[config.mk]
export PLATFORM = sky130hd
export DESIGN_NAME = demultiplexer_1to4_seq
export DESIGN_NICKNAME = d
export VERILOG_FILES = /design/src/rtl/demultiplexer_1to4_seq_pkg.sv /design/src/rtl/demultiplexer_1to4_seq_sel_counter.sv /design/src/rtl/demultiplexer_1to4_seq.sv
export SDC_FILE = /design/constraint.sdc
export NUM_CORES = 1
export LEC_CHECK = 0
export CAP_MARGIN = 40
export CORE_UTILIZATION = 24
export CTS_CLUSTER_SIZE = 12
export DETAILED_ROUTE_END_ITERATION = 10
export GPL_TIMING_DRIVEN = 0
export PLACE_DENSITY = 0.46
export REMOVE_ABC_BUFFERS = 1
export SKIP_CTS_REPAIR_TIMING = 1
export SLEW_MARGIN = 10
export SYNTH_ARGS = -nofsm -noshare
export SYNTH_HDL_FRONTEND = slang
export SYNTH_SLANG_ARGS = --single-unit
[constraint.sdc]
create_clock -name clk -period 2.1 [get_ports clk]
set_clock_uncertainty 0.1 [all_clocks]
set_input_delay 0.315 -clock clk [delete_from_list [all_inputs] [get_ports clk]]
set_output_delay 0.315 -clock clk [all_outputs]
set_load 0.05 [all_outputs]
[src/rtl/demultiplexer_1to4_seq_pkg.sv]
// demultiplexer_1to4_seq_pkg: shared lane index constants, the full-mask constant, and the lane one-hot helper.
// Optional feature macro used by this design: DEMUX_AUTO_SEL_EN (round-robin lane pointer).
package demultiplexer_1to4_seq_pkg;

    localparam logic [1:0] LANE0     = 2'd0;
    localparam logic [1:0] LANE1     = 2'd1;
    localparam logic [1:0] LANE2     = 2'd2;
    localparam logic [1:0] LANE3     = 2'd3;
    localparam logic [3:0] FULL_MASK = 4'b1111;

    function automatic logic [3:0] lane_onehot(input logic [1:0] lane);
        return 4'b0001 << lane;
    endfunction

endpackage

[src/rtl/demultiplexer_1to4_seq_sel_counter.sv]
// demux_sel_counter: 2-bit round-robin lane pointer, present only when DEMUX_AUTO_SEL_EN is defined.
// Ports:
//   clk   - rising-edge clock
//   rst   - synchronous active-high reset, pointer returns to LANE0
//   en    - advance the pointer by one lane (wraps 3 -> 0)
//   count - current lane pointer
`ifdef DEMUX_AUTO_SEL_EN
module demux_sel_counter
    import demultiplexer_1to4_seq_pkg::*;
(
    input  logic       clk,
    input  logic       rst,
    input  logic       en,
    output logic [1:0] count
);

    logic [1:0] r_count;

    always_ff @(posedge clk) begin
        if (rst)
            r_count <= LANE0;
        else if (en)
            r_count <= r_count + 2'd1;
    end

    assign count = r_count;

endmodule
`endif

[src/rtl/demultiplexer_1to4_seq.sv]
// demultiplexer_1to4_seq: registered 1-to-4 demultiplexer with per-write lane strobe and frame completion pulse.
// Macro DEMUX_AUTO_SEL_EN compiles in the round-robin pointer; otherwise auto_sel is ignored.
// Ports:
//   clk, rst        - clock and synchronous active-high reset
//   din, din_valid  - data word and its qualifier
//   s0, s1          - manual lane select {s1,s0}
//   auto_sel        - use the round-robin pointer instead of {s1,s0}
//   o0..o3          - registered lane outputs
//   lane_strobe     - one-hot of the lane written on the previous cycle
//   frame_valid     - pulse with the strobe of the write that completes all four lanes
module demultiplexer_1to4_seq
    import demultiplexer_1to4_seq_pkg::*;
#(
    parameter int WIDTH = 1
) (
    input  logic             clk,
    input  logic             rst,
    input  logic [WIDTH-1:0] din,
    input  logic             din_valid,
    input  logic             s0,
    input  logic             s1,
    input  logic             auto_sel,
    output logic [WIDTH-1:0] o0,
    output logic [WIDTH-1:0] o1,
    output logic [WIDTH-1:0] o2,
    output logic [WIDTH-1:0] o3,
    output logic [3:0]       lane_strobe,
    output logic             frame_valid
);

    logic [WIDTH-1:0] r_lane [4];
    logic [3:0]       r_strobe;
    logic [3:0]       r_mask;
    logic             r_frame;
    logic [1:0]       w_sel;
    logic [3:0]       w_hit;
    logic [3:0]       w_mask_next;
    logic             w_full;

`ifdef DEMUX_AUTO_SEL_EN
    logic [1:0] w_ptr;

    demux_sel_counter u_ptr (
        .clk   (clk),
        .rst   (rst),
        .en    (din_valid & auto_sel),
        .count (w_ptr)
    );

    assign w_sel = auto_sel ? w_ptr : {s1, s0};
`else
    logic w_unused_auto_sel;

    assign w_unused_auto_sel = auto_sel;
    assign w_sel = {s1, s0};
`endif

    assign w_hit       = lane_onehot(w_sel);
    assign w_mask_next = r_mask | w_hit;
    assign w_full      = (w_mask_next == FULL_MASK);

    // The completing write clears the mask on the same edge, so the very next
    // write starts a fresh frame without a dead cycle.
    always_ff @(posedge clk) begin
        if (rst) begin
            r_lane   <= '{default: '0};
            r_strobe <= 4'b0000;
            r_mask   <= 4'b0000;
            r_frame  <= 1'b0;
        end else begin
            r_strobe <= din_valid ? w_hit : 4'b0000;
            r_frame  <= din_valid && w_full;
            if (din_valid) begin
                r_lane[w_sel] <= din;
                r_mask        <= w_full ? 4'b0000 : w_mask_next;
            end
        end
    end

    assign o0          = r_lane[LANE0];
    assign o1          = r_lane[LANE1];
    assign o2          = r_lane[LANE2];
    assign o3          = r_lane[LANE3];
    assign lane_strobe = r_strobe;
    assign frame_valid = r_frame;

endmodule
-- Word level (Yosys, flattened, before mapping)
Index checks and enable logic that the tools add are counted.
- output and inout bits: 9
- logic and storage cells: 21
- register bits after elaboration: 13
- shift-type cells: 1
- mux-type cells: 4
- reductions and logical operators: 3
- $lt $le $gt $ge: 2
- bitwise logic cells: 3
- eq/ne operators: 1
- operators with widths (operator ; number):
    $bwmux 4 ; 1
    $eq 4x4->1 const B ; 1
    $mux 4 ; 1
    $or 4x4->4 ; 1
    $shl 1x2->4 const A ; 1
    $ge 3x3->1 const B ; 1
    $lt 3x1->1 const B ; 1
    $not 2->3 ; 1
    $demux 1 s2 ; 1
    $logic_and 1x1->1 ; 2
    $reduce_or 2->1 ; 1
    $mux 1 ; 1
    $not 1->1 ; 1

-- Logic depth before layout (Yosys ltp)
Gate-level depths: netlist of the first run.
- word-level depth: 6
- gate-level depth with buffers: 5
- gate-level depth less buffers: 4

-- Worst setup path after synthesis of the first run
Ideal clock, no wire load.
- path type: in2reg
- start point: in s0
- end point: reg r_mask[2]
- path slack: 0.862 ns
- arrival time: 1.006 ns
- buffers on the path: 1
- cell stages on the path: 5
- required time: 1.868 ns
- cell sequence: buf_2 -> nor3b_2 -> o21ai_0 -> a21oi_2 -> nor3_1
- longest elaborated chain between the ends: 4
- RTL lines (item ; RTL line ; source):
    start, declared ; demultiplexer_1to4_seq.sv:20 ; input logic s0,
    $shl 1x2->4 (*) ; demultiplexer_1to4_seq_pkg.sv:12 ; return 4'b0001 << lane;
    $or 4x4->4 (*) ; demultiplexer_1to4_seq.sv:59 ; assign w_mask_next = r_mask | w_hit;
    $eq 4x4->1 ; demultiplexer_1to4_seq.sv:60 ; assign w_full = (w_mask_next == FULL_MASK);
    $mux 4 (*) ; demultiplexer_1to4_seq.sv:75 ; r_mask <= w_full ? 4'b0000 : w_mask_next;
    end signal, assigned ; demultiplexer_1to4_seq.sv:75 ;
    end, declared ; demultiplexer_1to4_seq.sv:33 ; logic [3:0] r_mask;
Every way passes the cells marked *; elsewhere a longest branch is shown, timed or not.
A chain may end at the register's enable or synchronous reset.

-- Worst setup path in the final report of the first run
- start point: reg r_lane, in the netlist o0
- end point: out o0
- RTL lines (item ; RTL line ; source):
    start, declared ; demultiplexer_1to4_seq.sv:31 ; logic [WIDTH-1:0] r_lane [4];
    start signal, assigned by index ; demultiplexer_1to4_seq.sv:74 ; r_lane[w_sel] <= din;
    end, declared ; demultiplexer_1to4_seq.sv:23 ; output logic [WIDTH-1:0] o0,
No word-level cell between the ends.

==> run summary, run 1 <==
GLOBAL ROUTING
----------------------------------------------------------------------------------------
GRT Residual Overflow .....................................................            0
Wire length of the first global-routing pass ..............................      1540 µm
Total Routing Usage GR ....................................................        0.104
Maximum number of pins on one net before global-route repair ..............           14
Number of global-route vias before repair .................................          339
Antenna violations before repair ..........................................            0

CLOCK NETWORK
----------------------------------------------------------------------------------------
CTS tree ..................................................................          yes
H-tree depth ..............................................................            1
Clock root buffer ......................................................... sky130_fd_sc_hd__clkbuf_4
Clock network latency to the later pin of the worst-skew pair .............      0.27 ns
Clock Tree Buf Depth ......................................................            2
Total clock sinks .........................................................           13
Num CTS Buffers ...........................................................            3
Clk pin slew, worst setup/hold paths ......................................      0.08 ns

POWER
----------------------------------------------------------------------------------------
Maximum vdd ir drop .......................................................     0.329 mV
Part of the total power dissipated in the clock network ...................        0.318
Leak ......................................................................  0.000260 µW
Internal power summed over all cells ......................................       356 µW
Switching power as a share of total power .................................        0.257
Portion of total power attributed to combinational logic ..................        0.139
Sequential group share of total power .....................................        0.543
Total power divided by cell area ..........................................   688 mW/mm²
Overall power after layout ................................................       479 µW
Switching power ...........................................................       123 µW

LAYOUT
----------------------------------------------------------------------------------------
Ant. Diodes ...............................................................            0
Number of standard cells in the final layout excluding fillers ............           93
Combined flip-flop and latch cell area ....................................      260 µm²
Growth of design area from synthesis to finish ............................        38.0%
Fillers ...................................................................          234
Net count of the finished layout ..........................................           74
Total non-filler cell area in the finished layout .........................      696 µm²
Multi-input logic area ....................................................      231 µm²
Fraction of final layout cells with drive strength greater than 1 .........        0.136

DRT
----------------------------------------------------------------------------------------
Starting DRT DRC Count ....................................................            6
Total wire length .........................................................      1000 µm
Number of search-and-repair iterations in the first detailed-routing pass .            4
Wire per inst .............................................................      10.8 µm
Post-DRT Antenna Nets .....................................................            0
Total via count in the routed design ......................................          402
DRC viols .................................................................            0
Detail-routed via count per cell ..........................................         4.32

YOSYS
----------------------------------------------------------------------------------------
Top flip-flop cell by instance count after synthesis ...................... sky130_fd_sc_hd__dfxtp_1
Number of enable-type register cells in the synthesized netlist ...........            0
Fraction of synthesized cell area taken by the top area cell type .........        0.516
Most common cell in the netlist ........................................... sky130_fd_sc_hd__dfxtp_1
Fraction of the yosys area taken by sequential cells ......................        0.516
Most frequent cells after synthesis ....................................... sky130_fd_sc_hd__dfxtp_1 (13), sky130_fd_sc_hd__nor2_1 (6), sky130_fd_sc_hd__nor3_1 (4)
Cell variety after synth ..................................................           23
Netlist Area Pre-Place ....................................................      504 µm²
Biggest area contributors in the synthesized netlist ...................... sky130_fd_sc_hd__dfxtp_1 (52%), sky130_fd_sc_hd__mux2i_1 (6.0%), sky130_fd_sc_hd__nor3b_2 (5.0%)
Share of synthesized registers carrying an async set or reset .............            0
Number of synthesized register bits .......................................           13
Gate Count Post-Synth .....................................................           50
Cell type with the highest aggregate area in the netlist .................. sky130_fd_sc_hd__dfxtp_1
Number of warnings issued by yosys ........................................            0
Avg Cell Area, Syn ........................................................     10.1 µm²

STA
----------------------------------------------------------------------------------------
RSZ-0062 raised after global routing ......................................        false
Fmax achieved .............................................................      548 MHz
Final worst setup slack ...................................................     0.275 ns
Setup TNS Final ...........................................................         0 ns
Final setup violation count ...............................................            0
Normalized max-slew margin ................................................        0.672
Final critical delay including setup and external delays ..................      1.83 ns
Final worst-path cycle share ..............................................        0.869
Hold violation count in the final report ..................................            0
Final count of pins violating max slew ....................................            0
Worst slew pin tran .......................................................     0.491 ns

PLACE
----------------------------------------------------------------------------------------
I/O Buffers ...............................................................           14
Number of placed cells counting well taps .................................           89
Setup Slack @ Placement ...................................................     0.120 ns
Placer congestion estimate ................................................        0.618
Cell Area, Placed .........................................................      669 µm²
Total half-perimeter wirelength after legalization and detailed placement .       702 µm

WORST HOLD PATH
----------------------------------------------------------------------------------------
Class of the tightest hold or removal check ............................... register to register
Worst Hold Path Cells .....................................................            2

WORST SETUP PATH
----------------------------------------------------------------------------------------
Buffers plus inverters on the worst setup path ............................            1
Critical-path top delay cell .............................................. sky130_fd_sc_hd__clkdlybuf4s50_1
Cell chain of the critical path ........................................... clkdlybuf4s50_1
Critical path type ........................................................ register to primary output
Kind of cell adding the most delay to the critical path ................... buffers and inverters
Biggest fanout along the worst timing path ................................            2
Max incr delay on CP ......................................................      0.80 ns
Worst Path Arrival ........................................................      1.41 ns
Required arrival time at the worst endpoint ...............................      1.68 ns
Setup crit end kind ....................................................... primary output
Launching element type of the critical path ...............................     register
CP Depth ..................................................................            1
Worst reg2reg path depth ..................................................            4

FLOORPLANNING
----------------------------------------------------------------------------------------
Initial cell density of the core ..........................................        0.257
IO Pins ...................................................................           16
Die height ................................................................      47.8 µm
Row cnt ...................................................................           16
Overall die width .........................................................      47.8 µm
Standard cell core area ...................................................  0.00196 mm²
Die Area ..................................................................  0.00229 mm²

STATUS
----------------------------------------------------------------------------------------
Result of the run ......................................................... finished, final reports clean

FLOW RUN
----------------------------------------------------------------------------------------
Max cap viols .............................................................            0

## routing by layer
layer	vias to the layer above	GRT usage	wire length (µm)
met4	0	0.0333	0
met5	-	0	0
met1	184	0.135	471
li1	207	-	-
met2	11	0.141	456
met3	0	0.0679	75
## cell type report
| type | count | area share |
|---|---|---|
| flip-flops and latches | 13 | 0.374 |
| multi-input cells | 34 | 0.333 |
| repair buffers | 14 | 0.201 |
| well taps | 27 | 0.0486 |
| clock buffers | 4 | 0.0378 |
| inverters | 1 | 0.00540 |
## final timing paths
kind,from,to,slack [ns]
min reg2reg,o1,o1,0.36
max reg2reg,r_mask[3],frame_valid,0.88
max,o0,o0,0.27
min,o1,o1,0.36
## registers in the layout, indices dropped and copies added (netlist names)
register / cells
frame_valid: 1
lane_strobe: 4
o0: 1
o1: 1
o2: 1
o3: 1
r_mask: 4
## worst register-to-register path: cells and delay by family, from the launching register on
family           cells  cell delay [ns]
AO/OA/AOI/OAI        2             0.29
AND/OR/NAND/NOR      2             0.36
flip-flops           1             0.34
## layout by cell type, fill, tap and decap left out, drive strengths merged
cell type	Yosys	routed
clkdlybuf4s50	0	14
dfxtp	13	13
nor2	6	6
nor3	4	4
clkbuf	1	4
nand3	3	3
mux2i	3	3
nor3b	3	3
a21oi	3	3
nand2	2	2
a21o	1	1
inv	1	1
and4b	1	1
a41oi	1	1
a21boi	1	1
nand3b	1	1
and2b	1	1
and3b	1	1
o21ai	1	1
a31oi	1	1
nor2b	1	1
## power by group through the flow
stage          Clock (µW)  Combinational (µW)  Sequential (µW)
6_report              152                66.6              260
5_1_grt               176                72.7              261
4_1_cts               163                67.5              260
3_5_place_dp            0                67.2              266
3_3_place_gp            0                67.0              266
2_1_floorplan           0                19.4              281
## through the flow
step                hold WS, ns   util
finish                    0.358  0.355
global route              0.398  0.355
global placement          0.349  0.341
detailed placement        0.355  0.341
CTS                       0.366  0.355
floorplan                 0.284      -
## cells by family after synthesis
group,synth area share
DFF,0.516
muxes,0.0596
buffers and inverters,0.0248
and+or+nand+nor,0.275
AOI/OAI and AO/OA,0.124
Power figures use the tool's default switching activity.
==> inputs of run 2 (changes only) <==
--- a/config.mk
+++ b/config.mk
@@ -6,11 +6,13 @@
 export NUM_CORES = 1
 export LEC_CHECK = 0
 export CAP_MARGIN = 40
+export CELL_PAD_IN_SITES_DETAIL_PLACEMENT = 1
+export CELL_PAD_IN_SITES_GLOBAL_PLACEMENT = 1
 export CORE_UTILIZATION = 24
 export CTS_CLUSTER_SIZE = 12
 export DETAILED_ROUTE_END_ITERATION = 10
 export GPL_TIMING_DRIVEN = 0
-export PLACE_DENSITY = 0.46
+export PLACE_DENSITY = 0.58
 export REMOVE_ABC_BUFFERS = 1
 export SKIP_CTS_REPAIR_TIMING = 1
 export SLEW_MARGIN = 10
==> run summary, run 2 (synthesis gave the netlist of run 1 again) <==
STATUS
----------------------------------------------------------------------------------------
Result of the run ......................................................... finished, final reports clean

CLOCK NETWORK
----------------------------------------------------------------------------------------
Total clock sinks .........................................................           13   unchanged
H-tree depth ..............................................................            1   unchanged
Clock root buffer ......................................................... sky130_fd_sc_hd__clkbuf_4
CTS tree ..................................................................          yes
Clk pin slew, worst setup/hold paths ......................................      0.08 ns   about the same
Num CTS Buffers ...........................................................            3   unchanged
Clock network latency to the later pin of the worst-skew pair .............      0.28 ns   about the same
Clock Tree Buf Depth ......................................................            2   unchanged

STA
----------------------------------------------------------------------------------------
Final setup violation count ...............................................            0   unchanged
Final critical delay including setup and external delays ..................      1.83 ns   +0.000368 ns
Normalized max-slew margin ................................................        0.669   -0.00313
Worst slew pin tran .......................................................     0.496 ns   +0.00468 ns
Hold violation count in the final report ..................................            0   unchanged
Final count of pins violating max slew ....................................            0   unchanged
Fmax achieved .............................................................      548 MHz   about the same
Setup TNS Final ...........................................................         0 ns   unchanged
Final worst-path cycle share ..............................................        0.869   about the same
RSZ-0062 raised after global routing ......................................        false
Hold Worst Slack ..........................................................     0.355 ns   -0.00263 ns

FLOORPLANNING
----------------------------------------------------------------------------------------
IO Pins ...................................................................           16   unchanged
Die Area ..................................................................  0.00229 mm²   unchanged
Overall die width .........................................................      47.8 µm   unchanged
Initial cell density of the core ..........................................        0.257   unchanged
Standard cell core area ...................................................  0.00196 mm²   unchanged
Die height ................................................................      47.8 µm   unchanged
Row cnt ...................................................................           16   unchanged

PLACE
----------------------------------------------------------------------------------------
Number of placed cells counting well taps .................................           89   unchanged
I/O Buffers ...............................................................           14   unchanged
Placer congestion estimate ................................................        0.651   +5.5%
Total half-perimeter wirelength after legalization and detailed placement .       764 µm   +8.8%
Cell Area, Placed .........................................................      669 µm²   unchanged

LAYOUT
----------------------------------------------------------------------------------------
Ant. Diodes ...............................................................            0   unchanged
Most common library cell in the layout ignoring fill and taps ............. sky130_fd_sc_hd__clkdlybuf4s50_1
Fillers ...................................................................          252   +7.7%
Fraction of final layout cells with drive strength greater than 1 .........        0.136   unchanged
Growth of design area from synthesis to finish ............................        38.0%   unchanged
Final standard cell utilization of the core ...............................        0.355   unchanged
Number of standard cells in the final layout excluding fillers ............           93   unchanged
Net count of the finished layout ..........................................           74   unchanged
Commonest cells after routing, fill and taps aside ........................ sky130_fd_sc_hd__clkdlybuf4s50_1 (14), sky130_fd_sc_hd__dfxtp_1 (13), sky130_fd_sc_hd__nor2_1 (6)
Total non-filler cell area in the finished layout .........................      696 µm²   unchanged

WORST SETUP PATH
----------------------------------------------------------------------------------------
Critical path type ........................................................ register to primary output
Max incr delay on CP ......................................................      0.80 ns   about the same
Biggest fanout along the worst timing path ................................            2   unchanged
Buffers plus inverters on the worst setup path ............................            1   unchanged
Kind of cell adding the most delay to the critical path ................... buffers and inverters
Setup crit end kind ....................................................... primary output
Launching element type of the critical path ...............................     register
Cell chain of the critical path ........................................... clkdlybuf4s50_1
Required arrival time at the worst endpoint ...............................      1.68 ns   about the same
Worst Path Arrival ........................................................      1.41 ns   about the same
Critical-path top delay cell .............................................. sky130_fd_sc_hd__clkdlybuf4s50_1

GLOBAL ROUTING
----------------------------------------------------------------------------------------
Antenna violations before repair ..........................................            0   unchanged
Number of global-route vias before repair .................................          364   +7.4%
Wire length of the first global-routing pass ..............................      1690 µm   +9.9%
GRT busiest layer .........................................................         met1
Maximum number of pins on one net before global-route repair ..............           14   unchanged
GRT met1 Usage ............................................................        0.154   +0.0191
Global routing usage on met2 ..............................................        0.141   unchanged
Routing usage on met3 .....................................................       0.0830   +0.0151
Total Routing Usage GR ....................................................        0.112   +0.00739
GRT Residual Overflow .....................................................            0   unchanged

POWER
----------------------------------------------------------------------------------------
Maximum vdd ir drop .......................................................     0.397 mV   +21%
Total power divided by cell area ..........................................   692 mW/mm²   +0.52%
Leak ......................................................................  0.000260 µW   unchanged

FLOW RUN
----------------------------------------------------------------------------------------
Max cap viols .............................................................            0   unchanged

DRT
----------------------------------------------------------------------------------------
Post-DRT Antenna Nets .....................................................            0   unchanged
Wire per inst .............................................................      11.7 µm   +8.3%
Total via count in the routed design ......................................          413   +2.7%
Detail-routed via count per cell ..........................................         4.44   +2.7%
Number of search-and-repair iterations in the first detailed-routing pass .            3   -1
Total wire length .........................................................      1090 µm   +8.3%
Starting DRT DRC Count ....................................................            3   -3
DRC viols .................................................................            0   unchanged

WORST HOLD PATH
----------------------------------------------------------------------------------------
Class of the tightest hold or removal check ............................... register to register

==> run 2: cell counts in the layout (fill, tap and decap cells not counted) <==
No cell type changed its count.
==> run 2: path summary, 6_finish.rpt <==
path                            startpoint     endpoint  slack (ns)  cells after the start
worst max register to register   r_mask[3]  frame_valid        0.88                      4
worst min register to register          o1           o1        0.36                      2
worst min-delay path                    o1           o1        0.36                      2
worst max-delay path                    o0           o0        0.27                      1
==> run 2: cell type report <==
class,count,area [µm²],share of cell area
timing repair buffer,14,140,0.201
inverter,1,3.75,0.00540
tap,27,33.8,0.0486
sequential,13,260,0.374
multi-input combinational,34,231,0.333
clock buffer,4,26.3,0.0378
==> run 2: power breakdown <==
part | total [µW] | internal [µW] | leakage, µW | switching [µW]
combinational | 67.4 | 27.3 | 0.000139 | 40.1
clock | 154 | 73.7 | 0.0000150 | 80.3
sequential | 260 | 255 | 0.000106 | 4.79
total | 481 | 356 | 0.000260 | 125
==> run 2: per-stage QoR <==
step,total power (µW),setup slack (ns)
6_report,481,0.275
2_1_floorplan,301,0.961
5_1_grt,514,0.198
3_5_place_dp,334,0.0966
3_3_place_gp,333,0.0888
4_1_cts,492,0.253
==> run 2: per-layer routing <==
| metal | vias up | wire [µm] |
|---|---|---|
| met1 | 191 | 532 |
| met5 | - | 0 |
| met2 | 12 | 466 |
| met4 | 0 | 0 |
| li1 | 210 | - |
| met3 | 0 | 87 |
==> inputs of run 3 (changes only) <==
--- a/config.mk
+++ b/config.mk
@@ -8,11 +8,11 @@
 export CAP_MARGIN = 40
 export CELL_PAD_IN_SITES_DETAIL_PLACEMENT = 1
 export CELL_PAD_IN_SITES_GLOBAL_PLACEMENT = 1
-export CORE_UTILIZATION = 24
+export CORE_UTILIZATION = 34
 export CTS_CLUSTER_SIZE = 12
 export DETAILED_ROUTE_END_ITERATION = 10
 export GPL_TIMING_DRIVEN = 0
-export PLACE_DENSITY = 0.58
+export PLACE_DENSITY = 0.77
 export REMOVE_ABC_BUFFERS = 1
 export SKIP_CTS_REPAIR_TIMING = 1
 export SLEW_MARGIN = 10
==> run summary, run 3 (synthesis gave the netlist of run 1 again) <==
LAYOUT
----------------------------------------------------------------------------------------
Net count of the finished layout ..........................................           74   unchanged
Ant. Diodes ...............................................................            0   unchanged
Commonest cells after routing, fill and taps aside ........................ sky130_fd_sc_hd__clkdlybuf4s50_1 (14), sky130_fd_sc_hd__dfxtp_1 (13), sky130_fd_sc_hd__nor2_1 (6)
Total non-filler cell area in the finished layout .........................      681 µm²   -2.2%
Fraction of final layout cells with drive strength greater than 1 .........        0.136   unchanged
Most common library cell in the layout ignoring fill and taps ............. sky130_fd_sc_hd__clkdlybuf4s50_1
Final standard cell utilization of the core ...............................        0.510   +0.156
Fillers ...................................................................          159   -37%
Growth of design area from synthesis to finish ............................        35.0%

CLOCK NETWORK
----------------------------------------------------------------------------------------
CTS tree ..................................................................          yes
H-tree depth ..............................................................            1   unchanged
Clk pin slew, worst setup/hold paths ......................................      0.08 ns   about the same
Clock network latency to the later pin of the worst-skew pair .............      0.27 ns   about the same
Clock Tree Buf Depth ......................................................            2   unchanged
Clock root buffer ......................................................... sky130_fd_sc_hd__clkbuf_4
Num CTS Buffers ...........................................................            3   unchanged
Total clock sinks .........................................................           13   unchanged

GLOBAL ROUTING
----------------------------------------------------------------------------------------
Total Routing Usage GR ....................................................        0.175   +0.0635
Wire length of the first global-routing pass ..............................      1810 µm   +6.9%
Antenna violations before repair ..........................................            0   unchanged
GRT Residual Overflow .....................................................            0   unchanged
Number of global-route vias before repair .................................          407   +12%
Maximum number of pins on one net before global-route repair ..............           14   unchanged

DRT
----------------------------------------------------------------------------------------
Wire per inst .............................................................      12.8 µm   +10%
Total via count in the routed design ......................................          423   +2.4%
Number of search-and-repair iterations in the first detailed-routing pass .            2   -1
DRC viols .................................................................            0   unchanged
Total wire length .........................................................      1040 µm   -4.2%
Starting DRT DRC Count ....................................................            2   -1
Post-DRT Antenna Nets .....................................................            0   unchanged
Detail-routed via count per cell ..........................................         5.22   +18%

PLACE
----------------------------------------------------------------------------------------
I/O Buffers ...............................................................           14   unchanged
Total half-perimeter wirelength after legalization and detailed placement .       762 µm   -0.21%
Cell Area, Placed .........................................................      654 µm²   -2.2%
Placer congestion estimate ................................................        0.767   +18%

STA
----------------------------------------------------------------------------------------
Final count of pins violating max slew ....................................            0   unchanged
Normalized max-slew margin ................................................        0.657   -0.0111
Hold Worst Slack ..........................................................     0.362 ns   +0.00678 ns
RSZ-0062 raised after global routing ......................................        false
Final critical delay including setup and external delays ..................      1.85 ns   +0.0228 ns
Fmax achieved .............................................................      541 MHz   -1.2%
Final worst-path cycle share ..............................................        0.880   +0.0109
Final setup violation count ...............................................            0   unchanged
Setup TNS Final ...........................................................         0 ns   unchanged
Worst slew pin tran .......................................................     0.512 ns   +0.0166 ns
Hold violation count in the final report ..................................            0   unchanged

POWER
----------------------------------------------------------------------------------------
Total power divided by cell area ..........................................   708 mW/mm²   +2.4%
Overall power after layout ................................................       482 µW   +0.14%
Maximum vdd ir drop .......................................................     0.287 mV   -28%
Leak ......................................................................  0.000260 µW   unchanged

FLOORPLANNING
----------------------------------------------------------------------------------------
Die Area ..................................................................  0.00164 mm²   -28%
Standard cell core area ...................................................  0.00133 mm²   -32%
IO Pins ...................................................................           16   unchanged
Overall die width .........................................................      40.5 µm   -15%
Row cnt ...................................................................           13   -3
Die height ................................................................      40.5 µm   -15%
Initial cell density of the core ..........................................        0.378   +0.121

WORST HOLD PATH
----------------------------------------------------------------------------------------
Worst Hold Path Cells .....................................................            2   unchanged
Hold_sp ...................................................................           o1
Class of the tightest hold or removal check ............................... register to register

WORST SETUP PATH
----------------------------------------------------------------------------------------
Worst reg2reg path depth ..................................................            4   unchanged
Worst Path Arrival ........................................................      1.43 ns   +0.02 ns
Reg2Reg Launch Point ......................................................    r_mask[3]
Launching element type of the critical path ...............................     register
Critical-path top delay cell .............................................. sky130_fd_sc_hd__clkdlybuf4s50_1
Launching element of the worst setup path .................................           o0
Setup crit end kind ....................................................... primary output
Critical path type ........................................................ register to primary output
Kind of cell adding the most delay to the critical path ................... buffers and inverters
Required arrival time at the worst endpoint ...............................      1.68 ns   about the same
Max incr delay on CP ......................................................      0.82 ns   +0.02 ns
CP Depth ..................................................................            1   unchanged
Biggest fanout along the worst timing path ................................            2   unchanged
Buffers plus inverters on the worst setup path ............................            1   unchanged
Cell chain of the critical path ........................................... clkdlybuf4s50_1

STATUS
----------------------------------------------------------------------------------------
Result of the run ......................................................... finished, final reports clean

FLOW RUN
----------------------------------------------------------------------------------------
Max cap viols .............................................................            0   unchanged

==> run 3: cell counts in the layout (fill, tap and decap cells not counted) <==
No cell type changed its count.
==> run 3: layer usage <==
| metal | global-route usage | vias up | wire, µm |
|---|---|---|---|
| met5 | 0 | - | 0 |
| met4 | 0.0750 | 0 | 0 |
| met3 | 0.0889 | 0 | 71 |
| met2 | 0.266 | 14 | 491 |
| met1 | 0.205 | 201 | 477 |
| li1 | - | 208 | - |
==> run 3: final timing paths <==
check | endpoint | slack [ns]
max | o0 | 0.25
min | o1 | 0.36
max reg2reg | frame_valid | 0.86
min reg2reg | o1 | 0.36
==> run 3: report_power, final <==
group | leakage [µW] | internal [µW] | switching (µW) | total, µW
clock | 0.0000150 | 73.7 | 81.1 | 155
combinational | 0.000139 | 27.3 | 39.9 | 67.2
sequential | 0.000106 | 255 | 4.91 | 260
total | 0.000260 | 356 | 126 | 482
==> run 3: final cells by class <==
type                    instances  area, µm²  area share
inverters                       1       3.75     0.00551
repair buffers                 14        140       0.206
flip-flops and latches         13        260       0.382
multi-input cells              34        231       0.340
clock buffers                   4       26.3      0.0386
well taps                      15       18.8      0.0276
==> run 3: through the flow <==
step                      worst slack [ns]  instances
after floorplan                      0.961         48
after global placement              0.0896         77
after detailed placement            0.0758         77
after CTS                            0.227         81
after global routing                 0.205         81
final                                0.252         81
